File: src/rtl/dispatch_queue_if.sv
// Issue-side bundle for the dispatch queue: decoded-op enqueue handshake,
// per-channel dispatch request/accept, shared head payload and status.
// slave = queue side, master = producer/consumer side.
interface dispatch_queue_if #(
    parameter int DEPTH  = 4,
    parameter int NUM_CH = 5,
    parameter int GRP_W  = 3,
    parameter int INFO_W = 32
);
    logic                     flush_i;
    logic                     enq_valid_i;
    logic                     enq_ready_o;
    logic [GRP_W-1:0]         enq_grp_i;
    logic [INFO_W-1:0]        enq_info_i;
    logic [31:0]              enq_pc_i;
    logic [31:0]              enq_imm_i;
    logic [31:0]              enq_op1_i;
    logic [31:0]              enq_op2_i;
    logic [NUM_CH-1:0]        ch_valid_o;
    logic [NUM_CH-1:0]        ch_ready_i;
    logic [GRP_W-1:0]         deq_grp_o;
    logic [INFO_W-1:0]        deq_info_o;
    logic [31:0]              deq_pc_o;
    logic [31:0]              deq_imm_o;
    logic [31:0]              deq_op1_o;
    logic [31:0]              deq_op2_o;
    logic                     illegal_o;
    logic [$clog2(DEPTH):0]   count_o;
    logic                     empty_o;
    logic                     full_o;

    modport slave (
        input  flush_i, enq_valid_i, enq_grp_i, enq_info_i, enq_pc_i, enq_imm_i,
               enq_op1_i, enq_op2_i, ch_ready_i,
        output enq_ready_o, ch_valid_o, deq_grp_o, deq_info_o, deq_pc_o, deq_imm_o,
               deq_op1_o, deq_op2_o, illegal_o, count_o, empty_o, full_o
    );

    modport master (
        output flush_i, enq_valid_i, enq_grp_i, enq_info_i, enq_pc_i, enq_imm_i,
               enq_op1_i, enq_op2_i, ch_ready_i,
        input  enq_ready_o, ch_valid_o, deq_grp_o, deq_info_o, deq_pc_o, deq_imm_o,
               deq_op1_o, deq_op2_o, illegal_o, count_o, empty_o, full_o
    );
endinterface

File: src/rtl/dispatch_queue.sv
// Purpose: in-order decoded-op queue steering the head op to one functional-unit channel.
// Latency: 1 cycle enqueue-to-head; 0 cycles on an empty queue when BYPASS=1.
// Backpressure: enq_ready_o = !full only; head request held until its channel accepts.
module dispatch_queue #(
    parameter int DEPTH  = 4,
    parameter int NUM_CH = 5,
    parameter int GRP_W  = 3,
    parameter int INFO_W = 32,
    parameter int BYPASS = 0
) (
    input logic           clk,
    input logic           rst_n,
    dispatch_queue_if.slave dq
);
    localparam int PTR_W = $clog2(DEPTH);
    localparam int CNT_W = PTR_W + 1;
    localparam logic [GRP_W:0] NUM_CH_L = (GRP_W+1)'(NUM_CH);

    typedef struct packed {
        logic [GRP_W-1:0]  grp;
        logic [INFO_W-1:0] info;
        logic [31:0]       pc;
        logic [31:0]       imm;
        logic [31:0]       op1;
        logic [31:0]       op2;
    } entry_t;

    entry_t            mem [DEPTH];
    logic [PTR_W-1:0]  wr_ptr;
    logic [PTR_W-1:0]  rd_ptr;
    logic [CNT_W-1:0]  count;

    entry_t            head;
    entry_t            enq_ent;
    entry_t            deq_ent;
    logic              empty;
    logic              full;
    logic              head_legal;
    logic              enq_legal;
    logic              byp;
    logic              illegal;
    logic              deq_fire;
    logic              pop;
    logic              push;
    logic [NUM_CH-1:0] ch_valid;

    function automatic logic [NUM_CH-1:0] onehot(input logic [GRP_W-1:0] g);
        logic [NUM_CH-1:0] v;
        v = '0;
        for (int k = 0; k < NUM_CH; k++) begin
            v[k] = ({1'b0, g} == (GRP_W+1)'(k));
        end
        return v;
    endfunction

    assign enq_ent = '{grp: dq.enq_grp_i, info: dq.enq_info_i, pc: dq.enq_pc_i,
                       imm: dq.enq_imm_i, op1: dq.enq_op1_i, op2: dq.enq_op2_i};
    assign head       = mem[rd_ptr];
    assign empty      = (count == '0);
    assign full       = (count == CNT_W'(DEPTH));
    assign head_legal = ({1'b0, head.grp} < NUM_CH_L);
    assign enq_legal  = ({1'b0, dq.enq_grp_i} < NUM_CH_L);

    // Pass-through only for a legal op into an empty queue; illegal ops take the stored path.
    assign byp = (BYPASS != 0) && rst_n && !dq.flush_i && empty && dq.enq_valid_i && enq_legal;

    always_comb begin
        ch_valid = '0;
        deq_ent  = '0;
        if (!empty) begin
            deq_ent = head;
        end else if (byp) begin
            deq_ent = enq_ent;
        end
        if (rst_n && !dq.flush_i) begin
            if (!empty && head_legal) begin
                ch_valid = onehot(head.grp);
            end else if (byp) begin
                ch_valid = onehot(dq.enq_grp_i);
            end
        end
    end

    assign illegal  = rst_n && !dq.flush_i && !empty && !head_legal;
    assign deq_fire = |(ch_valid & dq.ch_ready_i);
    assign pop      = !empty && (deq_fire || illegal);
    // A bypassed op that is accepted never touches storage.
    assign push     = rst_n && dq.enq_valid_i && !full && !dq.flush_i && !(byp && deq_fire);

    always_ff @(posedge clk) begin
        if (!rst_n || dq.flush_i) begin
            wr_ptr <= '0;
            rd_ptr <= '0;
            count  <= '0;
        end else begin
            if (push) wr_ptr <= wr_ptr + PTR_W'(1);
            if (pop)  rd_ptr <= rd_ptr + PTR_W'(1);
            count <= count + CNT_W'(push) - CNT_W'(pop);
        end
    end

    always_ff @(posedge clk) begin
        if (push) mem[wr_ptr] <= enq_ent;
    end

    assign dq.enq_ready_o = !full;
    assign dq.ch_valid_o  = ch_valid;
    assign dq.illegal_o   = illegal;
    assign dq.deq_grp_o   = deq_ent.grp;
    assign dq.deq_info_o  = deq_ent.info;
    assign dq.deq_pc_o    = deq_ent.pc;
    assign dq.deq_imm_o   = deq_ent.imm;
    assign dq.deq_op1_o   = deq_ent.op1;
    assign dq.deq_op2_o   = deq_ent.op2;
    assign dq.count_o     = count;
    assign dq.empty_o     = empty;
    assign dq.full_o      = full;
endmodule

File: src/flat_wrapper.sv
// flat-port wrapper written by rule: the top's interface ports become plain ports
module dispatch_queue_flat 
#(
    parameter int DEPTH  = 4,
    parameter int NUM_CH = 5,
    parameter int GRP_W  = 3,
    parameter int INFO_W = 32,
    parameter int BYPASS = 0
)
  (clk, rst_n, dq_flush_i, dq_enq_valid_i, dq_enq_grp_i, dq_enq_info_i, dq_enq_pc_i, dq_enq_imm_i, dq_enq_op1_i, dq_enq_op2_i, dq_ch_ready_i, dq_enq_ready_o, dq_ch_valid_o, dq_deq_grp_o, dq_deq_info_o, dq_deq_pc_o, dq_deq_imm_o, dq_deq_op1_o, dq_deq_op2_o, dq_illegal_o, dq_count_o, dq_empty_o, dq_full_o);
  dispatch_queue_if #(.DEPTH(DEPTH), .NUM_CH(NUM_CH), .GRP_W(GRP_W), .INFO_W(INFO_W)) dq_i ();
  input logic clk;
  input logic rst_n;
  input wire logic [$bits(dq_i.flush_i)-1:0] dq_flush_i;
  input wire logic [$bits(dq_i.enq_valid_i)-1:0] dq_enq_valid_i;
  input wire logic [$bits(dq_i.enq_grp_i)-1:0] dq_enq_grp_i;
  input wire logic [$bits(dq_i.enq_info_i)-1:0] dq_enq_info_i;
  input wire logic [$bits(dq_i.enq_pc_i)-1:0] dq_enq_pc_i;
  input wire logic [$bits(dq_i.enq_imm_i)-1:0] dq_enq_imm_i;
  input wire logic [$bits(dq_i.enq_op1_i)-1:0] dq_enq_op1_i;
  input wire logic [$bits(dq_i.enq_op2_i)-1:0] dq_enq_op2_i;
  input wire logic [$bits(dq_i.ch_ready_i)-1:0] dq_ch_ready_i;
  output wire logic [$bits(dq_i.enq_ready_o)-1:0] dq_enq_ready_o;
  output wire logic [$bits(dq_i.ch_valid_o)-1:0] dq_ch_valid_o;
  output wire logic [$bits(dq_i.deq_grp_o)-1:0] dq_deq_grp_o;
  output wire logic [$bits(dq_i.deq_info_o)-1:0] dq_deq_info_o;
  output wire logic [$bits(dq_i.deq_pc_o)-1:0] dq_deq_pc_o;
  output wire logic [$bits(dq_i.deq_imm_o)-1:0] dq_deq_imm_o;
  output wire logic [$bits(dq_i.deq_op1_o)-1:0] dq_deq_op1_o;
  output wire logic [$bits(dq_i.deq_op2_o)-1:0] dq_deq_op2_o;
  output wire logic [$bits(dq_i.illegal_o)-1:0] dq_illegal_o;
  output wire logic [$bits(dq_i.count_o)-1:0] dq_count_o;
  output wire logic [$bits(dq_i.empty_o)-1:0] dq_empty_o;
  output wire logic [$bits(dq_i.full_o)-1:0] dq_full_o;
  assign dq_i.flush_i = dq_flush_i;
  assign dq_i.enq_valid_i = dq_enq_valid_i;
  assign dq_i.enq_grp_i = dq_enq_grp_i;
  assign dq_i.enq_info_i = dq_enq_info_i;
  assign dq_i.enq_pc_i = dq_enq_pc_i;
  assign dq_i.enq_imm_i = dq_enq_imm_i;
  assign dq_i.enq_op1_i = dq_enq_op1_i;
  assign dq_i.enq_op2_i = dq_enq_op2_i;
  assign dq_i.ch_ready_i = dq_ch_ready_i;
  assign dq_enq_ready_o = dq_i.enq_ready_o;
  assign dq_ch_valid_o = dq_i.ch_valid_o;
  assign dq_deq_grp_o = dq_i.deq_grp_o;
  assign dq_deq_info_o = dq_i.deq_info_o;
  assign dq_deq_pc_o = dq_i.deq_pc_o;
  assign dq_deq_imm_o = dq_i.deq_imm_o;
  assign dq_deq_op1_o = dq_i.deq_op1_o;
  assign dq_deq_op2_o = dq_i.deq_op2_o;
  assign dq_illegal_o = dq_i.illegal_o;
  assign dq_count_o = dq_i.count_o;
  assign dq_empty_o = dq_i.empty_o;
  assign dq_full_o = dq_i.full_o;
  dispatch_queue #(.DEPTH(DEPTH), .NUM_CH(NUM_CH), .GRP_W(GRP_W), .INFO_W(INFO_W), .BYPASS(BYPASS)) u_core (.clk(clk), .rst_n(rst_n), .dq(dq_i));
endmodule
File: config.mk
export PLATFORM = sky130hd
export DESIGN_NAME = dispatch_queue_flat
export DESIGN_NICKNAME = d
export VERILOG_FILES = /design/src/rtl/dispatch_queue_if.sv /design/src/rtl/dispatch_queue.sv /design/src/flat_wrapper.sv
export SDC_FILE = /design/constraint.sdc
export NUM_CORES = 1
export LEC_CHECK = 0
export BUFFER_PORTS_ARGS = -buffer_cell sky130_fd_sc_hd__buf_2
export CAP_MARGIN = 20
export CELL_PAD_IN_SITES_DETAIL_PLACEMENT = 0
export CELL_PAD_IN_SITES_GLOBAL_PLACEMENT = 1
export CORE_MARGIN = 1
export CORE_UTILIZATION = 56
export CTS_BUF_LIST = sky130_fd_sc_hd__clkbuf_4 sky130_fd_sc_hd__clkbuf_8
export DETAILED_ROUTE_END_ITERATION = 16
export PLACE_DENSITY_LB_ADDON = 0.1
export SLEW_MARGIN = 40
export SYNTH_ARGS = -nofsm -noshare
export SYNTH_HDL_FRONTEND = slang
export SYNTH_SLANG_ARGS = --single-unit
File: constraint.sdc
create_clock -name clk -period 12.5 [get_ports clk]
set_input_delay 0.625 -clock clk [delete_from_list [all_inputs] [get_ports clk]]
set_output_delay 0.625 -clock clk [all_outputs]
set_load 0.01 [all_outputs]
## After elaboration in Yosys (flattened, before gate mapping)

Memories as Yosys holds them, arrays and structs flattened. A register that Yosys moved wholly into a read port is not among the register bits.
Cells that the tools add are included.

| word-level totals | value |
|---|---|
| bits in registers | 7 |
| word-level logic and storage cells | 40 |
| memories kept | 1 |
| output and inout bits | 175 |
| RAM bits | 652 |

Memories:

| name | depth | width | read ports | clocked after memory_dff | write ports | line | source |
|---|---|---|---|---|---|---|---|
| u_core.mem | 4 | 163 | 1 | 1 | 1 | dispatch_queue.sv:28 | `entry_t mem [DEPTH];` |

| operators by class | value |
|---|---|
| bitwise logic cells | 1 |
| multiplexer cells | 7 |
| add/sub/neg operators | 4 |
| order comparisons | 1 |
| reduce and logical (&&, ||, !) cells | 18 |
| equal/unequal tests | 5 |

Operator list:

| operator | count |
|---|---|
| two-way mux 163 bit | 1 |
| two-way mux 5 bit | 2 |
| logical AND 1 bit | 8 |
| == test 3 x 2 -> 1 bit (second input constant) | 2 |
| == test 3 bit (second input constant) | 2 |
| logical NOT 3 bit | 2 |
| AND 5 bit | 1 |
| logical NOT 1 bit | 5 |
| OR reduction 5 bit | 1 |
| adder 2 x 1 -> 2 bit (second input constant) | 2 |
| two-way mux 2 bit | 2 |
| adder 3 x 1 -> 3 bit | 1 |
| == test 3 x 1 -> 1 bit (second input constant) | 1 |
| < comparator 3 bit (second input constant) | 1 |
| subtractor 3 x 1 -> 3 bit | 1 |
| logical OR 1 bit | 2 |
| two-way mux 1 bit | 2 |

## Logic depth before layout (Yosys ltp)

| depth | value |
|---|---|
| depth after elaboration | 11 |
| gate-level depth with buffers | 13 |
| gate-level depth less buffers | 13 |

## Least setup slack after synthesis

Ideal clock, no wire load.

| path | value |
|---|---|
| kind | input-to-reg |
| start | input port dq_flush_i |
| end | memory u_core.mem[0][0] (netlist name) (enable) |
| arrival | 4.897 ns |
| path slack | 7.060 ns |
| stages | 4 |
| setup time | 0.543 ns |
| cells stage by stage | nand2b_1 clkbuf_1 nor2_1 and2_1 |

| on the way | value |
|---|---|
| cells in the longest elaborated chain, start to end | 4 |

Ends and longest elaborated chain:

| item | line | source |
|---|---|---|
| start, declared | flat_wrapper.sv:14 | `input wire logic [$bits(dq_i.flush_i)-1:0] dq_flush_i;` |
| logical NOT 1 bit | dispatch_queue.sv:88 | `assign push = rst_n && dq.enq_valid_i && !full && !dq.flush_i && !(byp && deq_fire);` |
| logical AND 1 bit | dispatch_queue.sv:88 |  |
| net u_core.push | dispatch_queue.sv:44 | `logic push;` |
| two-way mux 1 bit | dispatch_queue.sv:103 | `if (push) mem[wr_ptr] <= enq_ent;` |
| two-way mux 1 bit (not written as such) | dispatch_queue.sv:103 |  |
| end, declared | dispatch_queue.sv:28 |  |

The timed path passes the listed nets, and every way through them passes these cells.

==> results.cfg <==
[run_status]
status = completed

[cts]
cts_setup_buffers = 0
insertion_delay_ns = 0.67
cts_buffer_depth = 3
htreeDepth = 3
clk_pin_slew_ns = 0.06
cts_num_sinks = 661
cts_root_buf = clkbuf_8
ctsResizeCount = 0
cts_tree = yes
cts_hold_buf = 0
cts_buffers = 102

[timing]
slew_viol_final = 0
rsz0062_at_grt = no
post-route-period-util_pct = 27.8
slew_headroom_pct = 47.6
tns_ns = 0
skew_ns = 0.0325
hold_viol = 0
finalCriticalPeriod_ns = 3.48
finalSetupViolations = 0
setup_ws_ns = 9.02
worst_pin_slew_ns = 0.786
max_freq_ghz = 0.287

[cells_and_area]
area_growth_pct = 18.3
instances_no_fill = 2189
fillerInstances = 2947
drive_above_1_share_pct = 44.1
final_nets = 1696

[global_route]
grt-ovfl-total = 0
grt_usage_pct = 22.1
grt_start_max_net_pins = 88
grt_first_pass_wirelength_mm = 73.4
antenna_found_initial = 14
grt_pass1_vias = 12600

[worst_setup_path]
rrSetupSlack_ns = 9.06
crit_end = dq_deq_imm_o[18]
crit_path_end_kind = output port
rr_endpoint = u_core.dq.count_o[2]
crit_family = flip-flops
slowest_stage = dfxtp_4
worst_r2r_path_depth = 12
crit_chain = buf_6 -> mux4_2 -> and2_1 -> buf_2
startpoint_type = flop
worstPathRequired_ns = 11.88
cp_num_cells = 4
max_stage_delay_ns = 0.75
cp_num_buf_inv = 2
worstPathArrival_ns = 2.86
crit_fanout = 63
critPathKind = flop to output port

[floorplan]
die_area_um2 = 45600
row_count = 77
core-area_um2 = 44200
die-width_um = 214
start_util_pct = 56.7
die_h_um = 214
ioPinCount = 347

[yosys]
yosysWarnings = 0
synthTopCellsByArea = edfxtp_1, mux4_2, and2_1
syn_inst = 1101
synth_area_um2 = 25100
ys_ff_latch = 661
async_reset_ff_share_pct = 0
ys.flop_type = edfxtp_1
synth_nets = 1280
synth.largest_area_cell = edfxtp_1
yosysSeqAreaShare_pct = 78.8
synth-edff-count = 652
synth.most_common_cell = edfxtp_1
synth_top_area_share_pct = 78.1
synth_cell_types = 32
syn_avg_cell_area_um2 = 22.8
netlist_top_cells_count = edfxtp_1, and2_1, mux4_2

[placement]
dpl_worst_slack_ns = 9.06
dp.cells = 2004
hpwl_mm = 29.5
port_buffers = 346
gp_congestion = 0.741

[detailed_routing]
vias = 12100
wl_per_cell_um = 22.7
drt-pass1-iter-count = 5
avgViaCountPerCell = 5.51
wl_mm = 49.8
drt_iter0_drc = 795
ant_nets = 0
route.detailed.drc = 0

[run]
drv_cap = 0

[pwr]
leakage_uw = 0.0103
ir_drop_mv = 0.103
power_density_nw_per_um2 = 147

[worst_hold_path]
worstHoldPathType = primary input to flop
[worst min path at each step]
stage | slack (ns) | end | start | cells past startpoint
floorplan | 0.43 | flop | u_core.rd_ptr[1] | 1
global placement | 0.43 | flop | u_core.rd_ptr[1] | 1
detailed placement | 0.45 | flop | u_core.rd_ptr[1] | 1
CTS | 0.09 | u_core.mem[0][160] | dq_enq_grp_i[0] | 1
global route | 0.13 | u_core.mem[3][55] | dq_enq_op1_i[23] | 1
finish | 0.17 | u_core.mem[0][20] | dq_enq_op2_i[20] | 1
[through the flow]
step / total power, µW / hold WS [ns] / util (%) / instance area (µm²)
global placement: 2630 / 0.435 / 62.1 / 27500
CTS: 4420 / 0.0871 / 67.0 / 29600
floorplan: 2570 / 0.427 / - / 25100
finish: 4370 / 0.168 / 67.1 / 29700
detailed placement: 2640 / 0.451 / 62.4 / 27600
global route: 4510 / 0.128 / 67.1 / 29700
[layout by cell type, fill, tap and decap left out, types with 2 or more instances in the layout]
cell          n
edfxtp_1    652
buf_2       346
mux4_2      163
and2_1      163
clkbuf_8    108
clkbuf_4     33
clkinv_1     17
nor2_1       10
inv_1         9
clkinv_2      9
buf_6         9
diode_2       8
buf_12        7
dfxtp_1       7
ha_1          6
bufinv_16     5
buf_4         5
nand2_1       4
and2_4        4
clkinvlp_4    4
or3_4         2
mux2i_1       2
nor2b_1       2
nand3_1       2
nor3_1        2
nor3b_1       2
xnor2_1       2
dfxtp_4       2
[layout make-up]
type / count / area, µm² / share of cell area, %
repair buffers: 367 / 2010 / 6.78
diodes: 8 / 20.0 / 0.0675
flip-flops and latches: 661 / 19800 / 66.6
clock buffers: 141 / 1730 / 5.84
clock inverters: 35 / 289 / 0.974
inverters: 9 / 33.8 / 0.114
multi-input cells: 376 / 5080 / 17.1
well taps: 592 / 741 / 2.50
[power breakdown]
group | internal (µW) | switching (µW) | total, µW
clock | 993 | 782 | 1770
sequential | 2460 | 4.87 | 2470
combinational | 53.9 | 73.4 | 127
[registers in the layout, indices dropped and copies added (netlist names), named ones only]
signal and count:
u_core.dq.count_o 3, u_core.rd_ptr 2, u_core.wr_ptr 2, u_core.mem 652
[worst register-to-register path: cells and delay by family, from the launching register on]
family                   cells  cell delay (ns)
buffers and inverters        2             0.10
flip-flops                   1             0.75
AND/OR/NAND/NOR              3             0.65
XOR/XNOR                     2             0.30
adder cells (fa/ha/maj)      3             0.72
multiplexers                 1             0.49
AO/OA/AOI/OAI                1             0.30
[cell families after synthesis]
kind of cell    share of synthesized area [%]
flops                                    78.8
simple gates                             4.78
mux                                      14.7
buf+inv                                  1.00
fa+ha+maj                               0.379
compound gates                          0.225
xor+xnor                                0.105
[metal layers]
metal  vias up  part of all wire, %  GRT usage [%]
met5         -                 0.24              0
met4        18                  2.1           8.47
met3        88                  8.2           7.75
met2       346                   50           34.8
met1      6258                   40           28.6
li1       5344                    -              -
Power figures use the tool's default switching activity.
